===== config.mk =====
export PLATFORM = sky130hd
export DESIGN_NAME = sddac_mc
export DESIGN_NICKNAME = d
export VERILOG_FILES = /design/src/rtl/sddac_mc_pkg.sv /design/src/rtl/sddac_mod_ch.sv /design/src/rtl/sddac_mc.sv
export SDC_FILE = /design/constraint.sdc
export NUM_CORES = 1
export LEC_CHECK = 0
export BUFFER_PORTS_ARGS = -buffer_cell sky130_fd_sc_hd__buf_2
export CORE_MARGIN = 8
export CORE_UTILIZATION = 35
export CTS_CLUSTER_DIAMETER = 200
export DETAILED_ROUTE_END_ITERATION = 12
export PLACE_DENSITY = 0.58
export SYNTH_ARGS = -nofsm -noshare
export SYNTH_HDL_FRONTEND = slang
export SYNTH_SLANG_ARGS = --single-unit

===== constraint.sdc =====
create_clock -name clk -period 9.5 [get_ports clk]
set_input_delay 0.95 -clock clk [delete_from_list [all_inputs] [get_ports clk]]
set_output_delay 0.95 -clock clk [all_outputs]
set_load 0.05 [all_outputs]

===== src/rtl/sddac_mc_pkg.sv =====
// Shared constants and helpers for the multichannel sigma-delta DAC.
package sddac_mc_pkg;

    localparam int SDDAC_ORDER_1 = 1;
    localparam int SDDAC_ORDER_2 = 2;

    // Selects the feedback level from the previous output bit.
    typedef enum logic {
        FB_NEG = 1'b0,
        FB_POS = 1'b1
    } fb_e;

    // Width of the integrator feeding the output comparator for a given order:
    // i1 is SMP_W+2 bits and i2 is SMP_W+4 bits.
    function automatic int integ_width(input int smp_w, input int order);
        return smp_w + 2 * order;
    endfunction

    // Full-scale magnitude 2^(SMP_W-1).
    function automatic longint full_scale(input int smp_w);
        return longint'(1) <<< (smp_w - 1);
    endfunction

endpackage


===== src/rtl/sddac_mod_ch.sv =====
// One channel: linear interpolator feeding a 1st/2nd order sigma-delta modulator.
module sddac_mod_ch
    import sddac_mc_pkg::*;
#(
    parameter int SMP_W     = 18,
    parameter int ORDER     = 2,
    parameter int INTERP_SH = 8
)
(
    input  logic                    clk,
    input  logic                    reset,
    input  logic                    en,
    input  logic                    tick,
    input  logic                    capture,
    input  logic signed [SMP_W-1:0] sample,
    output logic                    dac_out,
    output logic                    busy
);

    localparam int ACC_W = SMP_W + INTERP_SH + 1;
    localparam int I1_W  = integ_width(SMP_W, SDDAC_ORDER_1);
    localparam int I2_W  = integ_width(SMP_W, SDDAC_ORDER_2);
    // Headroom so integrator + input + feedback never overflows before clamping.
    localparam int SUM_W = SMP_W + 6;
    localparam int CNT_W = INTERP_SH + 1;

    localparam logic [CNT_W-1:0] RAMP_LEN = CNT_W'(1) << INTERP_SH;
    localparam logic [CNT_W-1:0] CNT_ONE  = CNT_W'(1);

    localparam logic signed [SUM_W-1:0] FS_P   = {{(SUM_W-SMP_W){1'b0}}, 1'b1, {(SMP_W-1){1'b0}}};
    localparam logic signed [SUM_W-1:0] FS_N   = {{(SUM_W-SMP_W+1){1'b1}}, {(SMP_W-1){1'b0}}};
    localparam logic signed [SUM_W-1:0] I1_MAX = {{(SUM_W-I1_W+1){1'b0}}, {(I1_W-1){1'b1}}};
    localparam logic signed [SUM_W-1:0] I1_MIN = {{(SUM_W-I1_W+1){1'b1}}, {(I1_W-1){1'b0}}};
    localparam logic signed [SUM_W-1:0] I2_MAX = {{(SUM_W-I2_W+1){1'b0}}, {(I2_W-1){1'b1}}};
    localparam logic signed [SUM_W-1:0] I2_MIN = {{(SUM_W-I2_W+1){1'b1}}, {(I2_W-1){1'b0}}};

    logic signed [ACC_W-1:0] r_acc;
    logic signed [SMP_W-1:0] r_target;
    logic signed [SMP_W:0]   r_step;
    logic [CNT_W-1:0]        r_cnt;
    logic signed [I1_W-1:0]  r_i1;
    logic signed [I2_W-1:0]  r_i2;
    logic                    r_dac;

    logic signed [SMP_W-1:0] w_x;
    logic signed [SUM_W-1:0] w_fb;
    logic signed [SUM_W-1:0] w_i1_sum;
    logic signed [SUM_W-1:0] w_i2_sum;
    logic signed [I1_W-1:0]  w_i1_nxt;
    logic signed [I2_W-1:0]  w_i2_nxt;
    logic                    w_dac_nxt;
    logic signed [ACC_W-1:0] w_acc_step;
    logic signed [ACC_W-1:0] w_acc_snap;

    // acc >>> INTERP_SH truncated to SMP_W bits is exactly this bit slice.
    assign w_x = r_acc[INTERP_SH +: SMP_W];

    assign w_fb = (fb_e'(r_dac) == FB_POS) ? FS_P : FS_N;

    assign w_i1_sum = {{(SUM_W-I1_W){r_i1[I1_W-1]}}, r_i1}
                    + {{(SUM_W-SMP_W){w_x[SMP_W-1]}}, w_x}
                    - w_fb;
    assign w_i1_nxt = (w_i1_sum > I1_MAX) ? I1_MAX[I1_W-1:0] :
                      (w_i1_sum < I1_MIN) ? I1_MIN[I1_W-1:0] :
                                            w_i1_sum[I1_W-1:0];

    // Second stage integrates the already-updated i1.
    assign w_i2_sum = {{(SUM_W-I2_W){r_i2[I2_W-1]}}, r_i2}
                    + {{(SUM_W-I1_W){w_i1_nxt[I1_W-1]}}, w_i1_nxt}
                    - w_fb;
    assign w_i2_nxt = (w_i2_sum > I2_MAX) ? I2_MAX[I2_W-1:0] :
                      (w_i2_sum < I2_MIN) ? I2_MIN[I2_W-1:0] :
                                            w_i2_sum[I2_W-1:0];

    assign w_dac_nxt = (ORDER == SDDAC_ORDER_1) ? ~w_i1_nxt[I1_W-1] : ~w_i2_nxt[I2_W-1];

    assign w_acc_step = r_acc + {{(ACC_W-SMP_W-1){r_step[SMP_W]}}, r_step};
    assign w_acc_snap = {r_target[SMP_W-1], r_target, {INTERP_SH{1'b0}}};

    assign busy    = (r_cnt != '0);
    assign dac_out = r_dac;

    // Interpolator and modulator state; a capture takes priority over a tick for acc.
    always_ff @(posedge clk) begin
        if (reset) begin
            r_acc    <= '0;
            r_target <= '0;
            r_step   <= '0;
            r_cnt    <= '0;
            r_i1     <= '0;
            r_i2     <= '0;
            r_dac    <= 1'b0;
        end else if (!en) begin
            // Disabled: datapath and any ramp in flight are dropped, target/step kept.
            r_acc <= '0;
            r_cnt <= '0;
            r_i1  <= '0;
            r_i2  <= '0;
            r_dac <= 1'b0;
        end else begin
            if (tick) begin
                r_i1  <= w_i1_nxt;
                if (ORDER == SDDAC_ORDER_2)
                    r_i2 <= w_i2_nxt;
                r_dac <= w_dac_nxt;
            end
            if (capture) begin
                // Overrun: finish the old ramp instantly so the new one starts from its end.
                if (busy)
                    r_acc <= w_acc_snap;
                r_step   <= {sample[SMP_W-1], sample} - {r_target[SMP_W-1], r_target};
                r_target <= sample;
                r_cnt    <= RAMP_LEN;
            end else if (tick && busy) begin
                r_acc <= w_acc_step;
                r_cnt <= r_cnt - CNT_ONE;
            end
        end
    end

endmodule


===== src/rtl/sddac_mc.sv =====
// Multichannel sigma-delta DAC: shared tick divider, overrun flag and per-channel modulators.
module sddac_mc
    import sddac_mc_pkg::*;
#(
    parameter int CHANNELS  = 2,
    parameter int SMP_W     = 18,
    parameter int ORDER     = 2,
    parameter int DIV       = 8,
    parameter int INTERP_SH = 8
)
(
    input  logic                      clk,
    input  logic                      reset,
    input  logic                      en,
    input  logic                      sample_in_rdy,
    input  logic [CHANNELS*SMP_W-1:0] sample_in,
    output logic [CHANNELS-1:0]       dac_out,
    output logic                      ramp_busy,
    output logic                      overrun
);

    localparam int DIV_W = (DIV > 2) ? $clog2(DIV) : 1;
    localparam logic [DIV_W-1:0] DIV_LAST = DIV_W'(DIV - 1);
    localparam logic [DIV_W-1:0] DIV_ONE  = DIV_W'(1);

    generate
        if (ORDER != SDDAC_ORDER_1 && ORDER != SDDAC_ORDER_2) begin : g_bad_order
            $error("sddac_mc: ORDER must be 1 or 2");
        end
        if (DIV < 2) begin : g_bad_div
            $error("sddac_mc: DIV must be >= 2");
        end
    endgenerate

    logic [DIV_W-1:0]                r_div;
    logic                            r_overrun;
    logic                            w_tick;
    logic                            w_capture;
    logic [CHANNELS-1:0]             w_busy;
    logic [CHANNELS-1:0][SMP_W-1:0]  w_smp;

    assign w_tick    = en && (r_div == DIV_LAST);
    assign w_capture = en && sample_in_rdy;
    assign w_smp     = sample_in;
    assign ramp_busy = |w_busy;
    assign overrun   = r_overrun;

    // Modulator step divider: free-runs 0..DIV-1 while enabled, parked at 0 otherwise.
    always_ff @(posedge clk) begin
        if (reset || !en)
            r_div <= '0;
        else if (w_tick)
            r_div <= '0;
        else
            r_div <= r_div + DIV_ONE;
    end

    // One-cycle overrun pulse for a sample landing on an unfinished ramp.
    always_ff @(posedge clk) begin
        if (reset)
            r_overrun <= 1'b0;
        else
            r_overrun <= w_capture && ramp_busy;
    end

    generate
        for (genvar k = 0; k < CHANNELS; k++) begin : g_ch
            sddac_mod_ch #(
                .SMP_W     (SMP_W),
                .ORDER     (ORDER),
                .INTERP_SH (INTERP_SH)
            ) u_ch (
                .clk     (clk),
                .reset   (reset),
                .en      (en),
                .tick    (w_tick),
                .capture (w_capture),
                .sample  (w_smp[k]),
                .dac_out (dac_out[k]),
                .busy    (w_busy[k])
            );
        end
    endgenerate

endmodule


-- Word-level counts from Yosys, hierarchy flattened
Cells that the tools add are included.
- $add $sub $neg: 15
- $lt $le $gt $ge: 8
- equality and inequality tests: 3
- muxes and demuxes: 20
- bitwise operators: 3
- reductions and logical operators: 18
- operators by type and width (cell ; number):
    $mux 27 ; 6
    $sub 24x24->24 ; 4
    $mux 22 ; 4
    $mux 20 ; 4
    $add 27x27->27 ; 2
    $gt 24x20->1 const B ; 2
    $gt 24x22->1 const B ; 2
    $lt 24x20->1 const B ; 2
    $lt 24x22->1 const B ; 2
    $mux 24 ; 2
    $add 22x20->23 ; 2
    $add 20x18->21 ; 2
    $sub 18x18->19 ; 2
    $mux 9 ; 4
    $reduce_bool 9->1 ; 2
    $sub 9x1->9 const B ; 2
    $reduce_and 2->1 ; 3
    $reduce_or 2->1 ; 3
    $logic_and 1x1->1 ; 5
    $ne 2x1->1 const B ; 2
    $reduce_bool 2->1 ; 2
    $add 3x1->3 const B ; 1
    $eq 3x3->1 const B ; 1
    $not 1->1 ; 3
    other kinds (3) ; 3
- flip-flop bits (word level): 236
- input port bits: 40
- output and inout bits: 4
- word-level logic and storage cells: 85

-- Depth between registers and ports, before layout
- depth in word-level cells: 11
- mapped depth: 46
- depth with buffers taken out: 43

-- Hierarchy
Synthesis repeated with hierarchy kept, for this count alone.
- cell total of the unflattened synthesis: 2335
- area, all modules: 18345.1 µm²
- by module, submodules not included (module ; instances ; cells each ; area each (µm²) ; seq. area each (µm²)):
    sddac_mod_ch (g_ch[0].u_ch) ; 1 ; 1168 ; 9186.3 ; 2302.2
    sddac_mod_ch (g_ch[1].u_ch) ; 1 ; 1153 ; 8994.9 ; 2302.2
    sddac_mc ; 1 ; 14 ; 163.9 ; 80.1

-- Least setup slack after synthesis
No wires, ideal clock.
- path type: flip-flop to flip-flop
- from: register g_ch[1].u_ch.r_i1[0]
- to: register g_ch[1].u_ch.r_i2[11]
- setup time: 119 ps
- arrival time: 8723 ps
- required time: 9381 ps
- slack: 658 ps
- stages on the path, launching flop included: 45
- path buffers: 4
- clock period less this slack: 8842 ps
- cells stage by stage: dfxtp_1 ha_1 inv_1 fa_1 nor2b_1 o31a_1 nor4_2 o21ai_1 a2111oi_0 o21ai_1 a21o_1 a21o_1 a2111oi_0 a21o_1 ha_1 clkbuf_1 nor2b_1 a31oi_1 (+9 left out) a21oi_1 or4_1 a21oi_1 o2111ai_1 a31o_2 a21oi_1 xnor2_1 fa_1 a21o_1 a21oi_1 xnor2_1 nand2_1 or3_1 mux2i_1 nor2_1 buf_2 buf_2 o221a_2
- longest elaborated chain between the ends: 10
- elaborated cells between the ends (all ways): 12
- classes of those cells: add/sub (4); order compare (4); mux (4)
- ends and longest elaborated chain (item ; line ; text):
    start: declaration ; sddac_mod_ch.sv:41 ; logic signed [I1_W-1:0] r_i1;
    start signal: assignment ; sddac_mod_ch.sv:102 ; r_i1 <= w_i1_nxt;
    $add 20x18->21 (*) ; sddac_mod_ch.sv:61 ; + {{(SUM_W-SMP_W){w_x[SMP_W-1]}}, w_x}
    $sub 24x24->24 (*) ; sddac_mod_ch.sv:62 ; - w_fb;
    $lt 24x20->1 ; sddac_mod_ch.sv:64 ; (w_i1_sum < I1_MIN) ? I1_MIN[I1_W-1:0] :
    $mux 20 ; sddac_mod_ch.sv:64 ;
    $mux 20 (*) ; sddac_mod_ch.sv:63 ; assign w_i1_nxt = (w_i1_sum > I1_MAX) ? I1_MAX[I1_W-1:0] :
    named net g_ch[1].u_ch.w_i1_nxt[19] ; sddac_mod_ch.sv:49 ; logic signed [I1_W-1:0] w_i1_nxt;
    $add 22x20->23 (*) ; sddac_mod_ch.sv:69 ; + {{(SUM_W-I1_W){w_i1_nxt[I1_W-1]}}, w_i1_nxt}
    $sub 24x24->24 (*) ; sddac_mod_ch.sv:70 ; - w_fb;
    $lt 24x22->1 ; sddac_mod_ch.sv:72 ; (w_i2_sum < I2_MIN) ? I2_MIN[I2_W-1:0] :
    $mux 22 ; sddac_mod_ch.sv:72 ;
    $mux 22 (*) ; sddac_mod_ch.sv:71 ; assign w_i2_nxt = (w_i2_sum > I2_MAX) ? I2_MAX[I2_W-1:0] :
    end signal: assignment ; sddac_mod_ch.sv:104 ; r_i2 <= w_i2_nxt;
    end: declaration ; sddac_mod_ch.sv:42 ; logic signed [I2_W-1:0] r_i2;
Mark *: on every way through the listed nets, which the timed path passes. The rest lies on a longest branch.
A chain may end at the register's enable or synchronous reset.

-- Worst setup path after layout
- from: register g_ch[1].u_ch.r_acc[8]
- to: register g_ch[1].u_ch.r_i2[11]
- longest elaborated chain between the ends: 10
- elaborated cells between the ends (all ways): 12
- classes of those cells: add/sub (4); order compare (4); mux (4)
- ends and longest elaborated chain (item ; line ; text):
    start: declaration ; sddac_mod_ch.sv:37 ; logic signed [ACC_W-1:0] r_acc;
    start signal: assignment ; sddac_mod_ch.sv:110 ; r_acc <= w_acc_snap;
    start signal: assignment ; sddac_mod_ch.sv:115 ; r_acc <= w_acc_step;
    $add 20x18->21 (*) ; sddac_mod_ch.sv:61 ;
    $sub 24x24->24 (*) ; sddac_mod_ch.sv:62 ;
    $lt 24x20->1 ; sddac_mod_ch.sv:64 ;
    $mux 20 ; sddac_mod_ch.sv:64 ;
    $mux 20 (*) ; sddac_mod_ch.sv:63 ;
    named net g_ch[1].u_ch.w_i1_nxt[19] ; sddac_mod_ch.sv:49 ;
    $add 22x20->23 (*) ; sddac_mod_ch.sv:69 ;
    $sub 24x24->24 (*) ; sddac_mod_ch.sv:70 ;
    $lt 24x22->1 ; sddac_mod_ch.sv:72 ;
    $mux 22 ; sddac_mod_ch.sv:72 ;
    $mux 22 (*) ; sddac_mod_ch.sv:71 ;
Marked as above.

==> run metrics <==
RePlAce Congestion=0.870; Setup violations, final=0; CP peak stage delay=0.45 ns; CTS tree=built; Leak=8.47 nW; maximum clock rate=0.111 GHz; Fillers=5,113; Initial Util=35.4%; WL final=48,300 um; Mapped Area=17,800 um^2; Worst-Skew Late Latency=0.57 ns; area leader, netlist=dfxtp_1; Max clock buf depth=3; power share of the clock group=45.0%; most frequent cells in the layout=nand2_1, a21oi_1, dfxtp_1, ha_1, nor2_1; Synth area leaders=dfxtp_1, ha_1, a21oi_1, nand2_1, o21ai_0; Power Dens Cells=118 nW/um^2; Final Hold Fails=0; Rows=82; Yosys top cell area share=26.4%; overflow left after global routing=0; Seq. cell area=4680 um^2; outcome=complete, no violations; flops & latches, synth=234; Syn Nets=2,540; total core area=50,200 um^2; Yosys Warn Count=0; Power Total=0.00235 W; routed length per instance=16.1 um; max_slew headroom=30.8%; switching power=0.000619 W; Setup crit end kind=flip-flop; antenna violations before repair=2; vias per cell=5.45; CTS sink count=234; switching part of the total=26.4%; Logic pwr share=11.5%; Final period util=94.9%; Num CTS Buffers=29; I/O pins=44; Yosys cell types=84; min-delay worst type=reg2reg; drt pass-1 iters=5; Die ar.=58,200 um^2; die width=241 um; most common cell after layout, fill and taps aside=nand2_1; Post-synth ARST share=0%; Peak VDD IR=0.128 mV; footprint of the multi-input gates=12,500 um^2; CTS H-tree depth=1; Slowest-stage cell, CP=fa_1; Crit Path Max Fanout=11; layout cells sized above 1=8.69%; crit path DAT=9.47 ns; clk slew on worst S/H paths=0.06 ns; DRT antenna net count=0; number of global-route vias before repair=15.6k; detailed-route DRC error count=0; first-pass GRT wire length=79,100 um; Initial DRC Count=900; Worst Max-Slew Pin Slew=1.04 ns; Cells after Synth=2,295; Setup Skew=0.0275 ns; internal power=0.00173 W; DR vias=16.3k; Synth Flop Type=dfxtp_1; # nets final=2,551; required time of the critical path=9.95 ns; number of synthesized flops with an enable pin=0; Post-Syn Area per Cell=7.74 um^2; Final Instance Count excl. Fillers=2,997; Final Max Slew Viols=0; root buf cell=clkbuf_16; placed cells=2,936; dpl hpwl=35,300 um; post-layout min period=9.02 ns; Flop pwr share=43.5%; Chip Height=241 um; Area Growth Syn to Fin=11.7%; GRT Total Usage=16.1%; largest net degree at the start of global routing=80; critical path type=reg2reg; sequential fraction of the synthesis area=26.4%; startpoint types=flip-flop; Buffers on Ports=43; Final Core Density=39.5%; Max Cap Viol=0; number of diodes=0
through the flow:
| stage | instance area, um^2 | TNS (ns) | worst slack, ns | hold slack, ns |
|---|---|---|---|---|
| finish | 19800 | 0 | 0.482 | 0.437 |
| floorplan | 17800 | 0 | 0.658 | 0.404 |
| global route | 19800 | -0.130 | -0.0211 | 0.444 |
| detailed placement | 18600 | -3.29 | -0.134 | 0.422 |
| global placement | 18600 | 0 | 0.200 | 0.421 |
| CTS | 19600 | 0 | 0.000255 | 0.434 |
logic make-up (layout without fill, tap and decap cells):
logic type      Yosys count  after routing  synth area share [%]
buf+inv                 209            238                  4.58
fa+ha+maj               205            205                  15.0
mux                      12             12                 0.698
xor+xnor                134            134                  6.61
compound gates          766            767                  27.6
simple gates            735            735                  19.2
flops                   234            234                  26.4
registers in the layout (all words and copies together), names as in the netlist:
name,flops
g_ch.u_ch.r_acc,52
g_ch.u_ch.r_i2,44
g_ch.u_ch.r_i1,40
g_ch.u_ch.r_step,38
g_ch.u_ch.r_target,36
g_ch.u_ch.r_cnt,18
r_div,3
g_ch.u_ch.dac_out,2
overrun,1
critical path, delay by kind of cell (launching register included):
kind            cells  cell delay, ns
compound gates     20            3.81
xor+xnor            3            0.51
fa+ha+maj           5            1.61
buf+inv             5            0.71
flops               1            0.33
mux                 1            0.20
simple gates        8            1.72
layout make-up:
type / instances / share of cell area, %
repair buffers: 74 / 2.34
inverters: 114 / 2.16
clock buffers: 43 / 4.18
well taps: 672 / 4.24
multi-input cells: 1853 / 63.1
flip-flops and latches: 234 / 23.6
clock inverters: 7 / 0.334
metal layers:
| metal | track usage (%) | vias up | routed length (um) |
|---|---|---|---|
| met1 | 22.2 | 7654 | 23900 |
| met5 | 0 | - | 10 |
| met3 | 2.13 | 51 | 2050 |
| li1 | - | 8328 | - |
| met2 | 26.8 | 290 | 21600 |
| met4 | 3.20 | 2 | 680 |
power groups by stage:
stage          combinational, W  clock (W)  sequential (W)
4_1_cts                0.000267    0.00109         0.00102
6_report               0.000270    0.00106         0.00102
5_1_grt                0.000305    0.00113         0.00102
3_5_place_dp           0.000265          0         0.00104
3_3_place_gp           0.000260          0         0.00104
2_1_floorplan          0.000199          0         0.00103
synthesized netlist by cell type (all sizes together) (14+ instances only):
cell,count
and2,19
a31oi,31
nor2b,27
dfxtp,234
o21ai,181
a311oi,15
buf,22
or3,20
xnor2,88
o21bai,17
nor2,178
o211ai,17
nand3,36
nand2,294
and3,20
ha,193
nor3,49
a21o,56
inv,114
clkbuf,73
o221a,19
a21oi,248
nand2b,20
a211oi,35
o21a,29
o31ai,15
o2bb2ai,14
xor2,46
timing repair:
| action | 4_1_cts | 5_1_grt |
|---|---|---|
| pin swaps | 0 | 5 |
| setup endpoints to repair | 38 | 44 |
| resized for setup | 4 | 41 |
| cloned | 0 | 1 |
| hold buffers | 0 | 0 |
| setup buffers | 0 | 10 |
final timing paths:
| path | startpoint | endpoint | slack, ns | depth (start not counted) |
|---|---|---|---|---|
| setup / recovery | g_ch[1].u_ch.r_acc[8] | g_ch[1].u_ch.r_i2[11] | 0.48 | 42 |
| hold / removal | r_div[0] | r_div[0] | 0.44 | 1 |
| setup reg to reg | g_ch[1].u_ch.r_acc[8] | g_ch[1].u_ch.r_i2[11] | 0.48 | 42 |
| hold reg to reg | r_div[0] | r_div[0] | 0.44 | 1 |
No activity file was read; power rests on OpenSTA's default activity.
